===== config.mk =====
export PLATFORM = sky130hd
export DESIGN_NAME = nibble_demux6
export DESIGN_NICKNAME = d
export VERILOG_FILES = /design/src/rtl/nibble_demux6.sv
export SDC_FILE = /design/constraint.sdc
export NUM_CORES = 1
export LEC_CHECK = 0
export ABC_CLOCK_PERIOD_IN_PS = 1500
export CORE_ASPECT_RATIO = 0.75
export CORE_MARGIN = 2
export CORE_UTILIZATION = 40
export CTS_CLUSTER_SIZE = 28
export DETAILED_ROUTE_END_ITERATION = 6
export PLACE_DENSITY_LB_ADDON = 0.15
export SYNTH_ARGS = -nofsm -noshare
export SYNTH_HDL_FRONTEND = slang
export SYNTH_SLANG_ARGS = --single-unit

===== constraint.sdc =====
create_clock -name clk -period 1.5 [get_ports clk]
set_input_delay 0.225 -clock clk [delete_from_list [all_inputs] [get_ports clk]]
set_output_delay 0.225 -clock clk [all_outputs]
set_load 0.03 [all_outputs]

===== src/rtl/nibble_demux6.sv =====
// nibble_demux6: steers a valid/ready nibble stream into six
// one-entry output channels; selects 6/7 are dropped and counted.
module nibble_demux6 #(
  parameter int DATA_W = 4,
  parameter int DROP_W = 8
) (
  input  logic              clk,
  input  logic              areset_n,
  input  logic              in_valid,
  output logic              in_ready,
  input  logic [2:0]        in_sel,
  input  logic [DATA_W-1:0] in_data,
  output logic [5:0]        out_valid,
  input  logic [5:0]        out_ready,
  output logic [DATA_W-1:0] out_data0,
  output logic [DATA_W-1:0] out_data1,
  output logic [DATA_W-1:0] out_data2,
  output logic [DATA_W-1:0] out_data3,
  output logic [DATA_W-1:0] out_data4,
  output logic [DATA_W-1:0] out_data5,
  output logic [DROP_W-1:0] drop_cnt,
  output logic              drop_pulse
);

  logic [5:0]        valid_q;
  logic [5:0]        valid_d;
  logic [5:0]        sel_hit;
  logic [5:0]        load;
  logic [DATA_W-1:0] data_q [6];
  logic [DROP_W-1:0] drop_cnt_q;
  logic [DROP_W-1:0] drop_cnt_d;
  logic              drop_pulse_q;
  logic              drop_pulse_d;
  logic              drop_sel;
  logic              accept;

  always_comb begin
    sel_hit = '0;
    for (int k = 0; k < 6; k++) begin
      if (in_sel == 3'(k)) sel_hit[k] = 1'b1;
    end
    drop_sel = in_sel[2] & in_sel[1];
    // a full channel still accepts when its consumer drains this cycle
    in_ready = drop_sel
             | (|(sel_hit & (~valid_q | out_ready)));
    accept = in_valid & in_ready;
    load = sel_hit & {6{accept}};
    valid_d = (valid_q & ~out_ready) | load;
    drop_pulse_d = accept & drop_sel;
    drop_cnt_d = drop_cnt_q;
    if (drop_pulse_d && (drop_cnt_q != '1)) begin
      drop_cnt_d = drop_cnt_q + DROP_W'(1);
    end
  end

  always_ff @(posedge clk or negedge areset_n) begin
    if (!areset_n) begin
      valid_q      <= '0;
      drop_cnt_q   <= '0;
      drop_pulse_q <= 1'b0;
      for (int k = 0; k < 6; k++) begin
        data_q[k] <= '0;
      end
    end else begin
      valid_q      <= valid_d;
      drop_cnt_q   <= drop_cnt_d;
      drop_pulse_q <= drop_pulse_d;
      for (int k = 0; k < 6; k++) begin
        if (load[k]) data_q[k] <= in_data;
      end
    end
  end

  assign out_valid  = valid_q;
  assign out_data0  = data_q[0];
  assign out_data1  = data_q[1];
  assign out_data2  = data_q[2];
  assign out_data3  = data_q[3];
  assign out_data4  = data_q[4];
  assign out_data5  = data_q[5];
  assign drop_cnt   = drop_cnt_q;
  assign drop_pulse = drop_pulse_q;

endmodule


# Word-level counts from Yosys, hierarchy flattened
# Cells that the tools add are included.
[classes]
n_addsub = 1
eq_ne = 6
n_mux = 6
bitwise_logic = 11
reduce_logical = 3
[op_table]
columns = ["cell", "n"]
rows = [
  ["6-bit bitwise AND", 3],
  ["6-bit inverter", 2],
  ["6-bit bitwise OR", 2],
  ["8-bit by 1-bit adder with 8-bit output (second input constant)", 1],
  ["8-bit inequality test (second input constant)", 1],
  ["3-bit by 2-bit equality test with 1-bit output (second input constant)", 2],
  ["3-bit equality test (second input constant)", 2],
  ["1-bit 2-to-1 mux", 6],
  ["6-bit OR reduction", 1],
  ["1-bit bitwise AND", 3],
  ["3-bit by 1-bit equality test with 1-bit output (second input constant)", 1],
  ["3-bit zero test", 1],
  ["1-bit logical AND", 1],
  ["1-bit bitwise OR", 1],
]
[word_totals]
reg_bits = 39
inputBits = 16
output_inout_bits = 40
wordCells = 36

# Depth between registers and ports, before layout
[logic_depth]
ltp_word = 8
depth_mapped = 5

# Worst setup path before layout
# No wires, ideal clock.
[synth_path]
kind = "reg2reg"
startpoint = "register valid_q[4] (netlist: out_valid[4])"
endpoint = "register data_q, in the netlist out_data1[0]"
arrival_ps = 1607
required_ps = 1373
path_slack_ps = -235
stages_incl_launch_ff = 5
synth_period_minus_slack_ps = 1735
path_cell_list = "dfrtp_1 > nand2b_1 > nand3b_1 > a2111oi_4 > mux2_1"
[synth_between]
elab_chain_len = 7
[synth_lines]
columns = ["element", "line", "text"]
rows = [
  ["start, declared", "25", "logic [5:0] valid_q;"],
  ["start signal, assigned", "65", "valid_q <= valid_d;"],
  ["6-bit inverter", "45", "| (|(sel_hit & (~valid_q | out_ready)));"],
  ["6-bit bitwise OR", "45", ""],
  ["6-bit bitwise AND", "45", ""],
  ["6-bit OR reduction", "45", ""],
  ["1-bit bitwise OR", "45", ""],
  ["1-bit bitwise AND", "46", "accept = in_valid & in_ready;"],
  ["6-bit bitwise AND", "47", "load = sel_hit & {6{accept}};"],
  ["end signal, assigned by index", "69", "if (load[k]) data_q[k] <= in_data;"],
  ["end, declared", "29", "logic [DATA_W-1:0] data_q [6];"],
]
# Every way passes these cells.
# A chain may end at the register's enable or synchronous reset.

# Worst setup path in the final report
[layout_path]
startpoint = "register valid_q[1] (netlist: out_valid[1])"
endpoint = "output in_ready"
[layout_between]
elab_chain_len = 5
[layout_lines]
columns = ["element", "line", "text"]
rows = [
  ["6-bit inverter", "45", ""],
  ["6-bit bitwise OR", "45", ""],
  ["6-bit bitwise AND", "45", ""],
  ["6-bit OR reduction", "45", ""],
  ["1-bit bitwise OR", "45", ""],
  ["end, declared", "10", "output logic in_ready,"],
]
# Every way passes these cells.

==> results.toml <==
[grt]
overflow = 0
grt_max_degree = 24
grt_antenna_before_repair = 0
grt_pass1_wl_um = 6370
grt_pass1_vias = 1314
grt_usage_pct = 17.9

[placed_design]
post-place-cells = 265
hpwl_um = 2950
io_buffers = 55
gp_congestion = 0.816

[final_layout]
fin_util_pct = 67.3
antennaDiodeCount = 0
area_growth_pct = 60.3
nets = 241
final_cells = 280
layout-drive-gt1-share_pct = 41.3
fillerInstances = 317

[setup_path]
cp_slowest_cell = "dfrtp_2"
timing.rr.start = "out_valid[1]$_DFF_PN0_"
criticalPathCategory = "reg -> out"
cp-startpoint = "out_valid[1]$_DFF_PN0_"
critPathArrivalTime_ns = 1.59
crit_chain = "or2b_1, a22oi_4, inv_2, a211o_4, buf_6"
reg2reg_depth = 6
critPathLaunchType = "flop"
crit_required_ns = 1.27
endpoint_kind = "primary output"
cp_max_fo = 2
max_stage_delay_ns = 0.35

[clock_network]
insertion_delay_ns = 0.29
cts_sinks = 39
clockRootBuffer = "clkbuf_8"
cts_tree = "yes"
htreeDepth = 2
clk_pin_slew_ns = 0.07
cts_max_path_buffers = 2
cts_made_buffers = 5

[sta]
rsz0062_at_grt = "yes"
fmax_mhz = 551
slew_violations = 0
tightest_slew_ns = 0.512
finalHoldViolCount = 0
fin_ws_ns = -0.316
skew_ns = 0.00629
fin_crit_ns = 1.82
setup_viol = 13
setup_tns_ns = -2.39
finalCritPeriodShare_pct = 121
slew_headroom_pct = 65.9

[logic_synthesis]
synth_nets = 146
synth_edf_count = 0
synth-seq-cells = 39
yosysSeqAreaShare_pct = 56.6
synth_cells = 129
yosys_most_used_dff = "dfrtp_1"
syn_area_um2 = 1720
async_flop_share_pct = 100
yosysWarnings = 0
ys_types = 32
avgSynthCellArea_um2 = 13.4

[detailed_routing]
met1Wirelength_um = 1840
first_pass_iters = 4
routed_wl_um = 4230
maxUsedRoutingLayer = "met4"
post_drt_wl_per_cell_um = 15.1
wl_met3_um = 217
dr_total_vias = 1376
drtIter0Drc = 34
viasPerCell = 4.91
drc = 0
antenna_left = 0
routed-wl-met2_um = 2150

[power]
p_sw_share_pct = 37.9
internal_power_w = 0.00218
p_leak_nw = 1.34
ir_drop_uv = 936
pwr-share-comb_pct = 38.6
p_sw_w = 0.00133
power_frac_seq_pct = 41.7
p_per_area_nw_per_um2 = 1270
clkPwrFrac_pct = 19.7

[hold_path]
hold_class = "in -> async"

[status]
status = "complete, but fails checks"
failed_checks = "negative setup slack"

[floorplanning]
core_area_um2 = 4100
io_pins = 56
rows = 20
die_h_um = 60.8
dieArea_um2 = 4850
start_util_pct = 42.0
fp.dieW_um = 79.8

[run]
maxCapViolCount = 0
cells by family after synthesis:
family	count (synthesis)	synth area share, %
mux	28	18.2
fa+ha+maj	1	0.726
xor+xnor	3	1.53
buf+inv	5	2.11
compound gates	13	8.35
flops	39	56.6
simple gates	40	12.4
power by group through the flow:
stage	clock network, W	registers (W)	logic (W)
global placement	0	0.00147	0.00141
finish	0.000691	0.00146	0.00135
floorplan	0	0.00193	0.000300
global route	0.000752	0.00149	0.00143
CTS	0.000705	0.00146	0.00132
detailed placement	0	0.00148	0.00142
metal layers:
layer	vias to the layer above	global-route usage [%]
li1	650	-
met1	686	21.7
met2	38	31.3
met3	2	6.10
met4	0	4.36
met5	-	0
Yosys cell counts, types with 2 or more instances:
library cell  number  area (um2)
inv_1              3        11.3
o21a_1             2        15.0
dfrtp_1           39         976
o31ai_1            2        15.0
nor3_1             2        10.0
a2111oi_4          2        55.1
nand2_1           11        41.3
mux2_2            19         214
mux2_1             8        90.1
nand2b_1           6        37.5
a21oi_1            2        10.0
nor2_1             2        7.51
nand3_1           11        55.1
xnor2_1            2        17.5
through the flow:
stage	hold slack [ns]	total power [W]	setup slack, ns	cell area [um2]
global route	0.445	0.00368	-0.361	2760
finish	0.428	0.00351	-0.316	2760
detailed placement	0.227	0.00290	-0.855	2540
CTS	0.430	0.00348	-0.343	2690
floorplan	-0.0706	0.00223	-0.193	1740
global placement	0.210	0.00287	-0.838	2540
state kept, by name (all words and copies together) (netlist names):
name        flops
drop_cnt        8
out_data2       4
out_data3       4
out_valid       6
out_data5       4
out_data1       4
out_data4       4
drop_pulse      1
out_data0       4
layout by cell type, fill, tap and decap left out, types with 3 or more instances in the layout:
cell type	n
dfrtp_1	33
dfrtp_2	6
nand3_1	6
buf_6	3
mux2_4	12
buf_4	32
clkdlybuf4s50_1	10
nand2_1	10
mux2_2	15
nand2b_1	4
clkbuf_8	5
nand3_2	3
dlygate4sd2_1	42
final cells by class:
class                           count  area [um2]  share of cell area [%]
Clock inverter                      2        13.8                   0.498
Inverter                            3        11.3                   0.408
Timing Repair Buffer               90         769                    27.9
Sequential cell                    39         983                    35.6
Multi-Input combinational cell     85         842                    30.5
Tap cell                           55        68.8                    2.49
Clock buffer                        6        72.6                    2.63
worst max-delay path, delay by kind of cell (launching register included):
family / cells / cell delay, ns
AO/OA/AOI/OAI: 2 / 0.50
flip-flops: 1 / 0.35
AND/OR/NAND/NOR: 1 / 0.27
buffers and inverters: 2 / 0.19
what timing repair did:
action | CTS | global route
pin swaps | 5 | 3
hold buffers | 1 | 0
gates resized for setup | 66 | 12
endpoints found under the hold margin | 21 | 0
endpoints found under the setup margin | 69 | 21
buffers inserted | 4 | 2
final timing paths:
kind | to | slack (ns)
setup / recovery | in_ready | -0.32
hold / removal | out_data0[2]$_DFFE_PN0P_ | 0.43
setup reg to reg | out_data5[3]$_DFFE_PN0P_ | -0.25
hold reg to reg | drop_cnt[0]$_DFFE_PN0P_ | 0.50
max in group asynchronous | drop_cnt[0]$_DFFE_PN0P_ | 0.47
min in group clk | out_valid[4]$_DFF_PN0_ | 0.44
(Power assumes the default switching activity.)
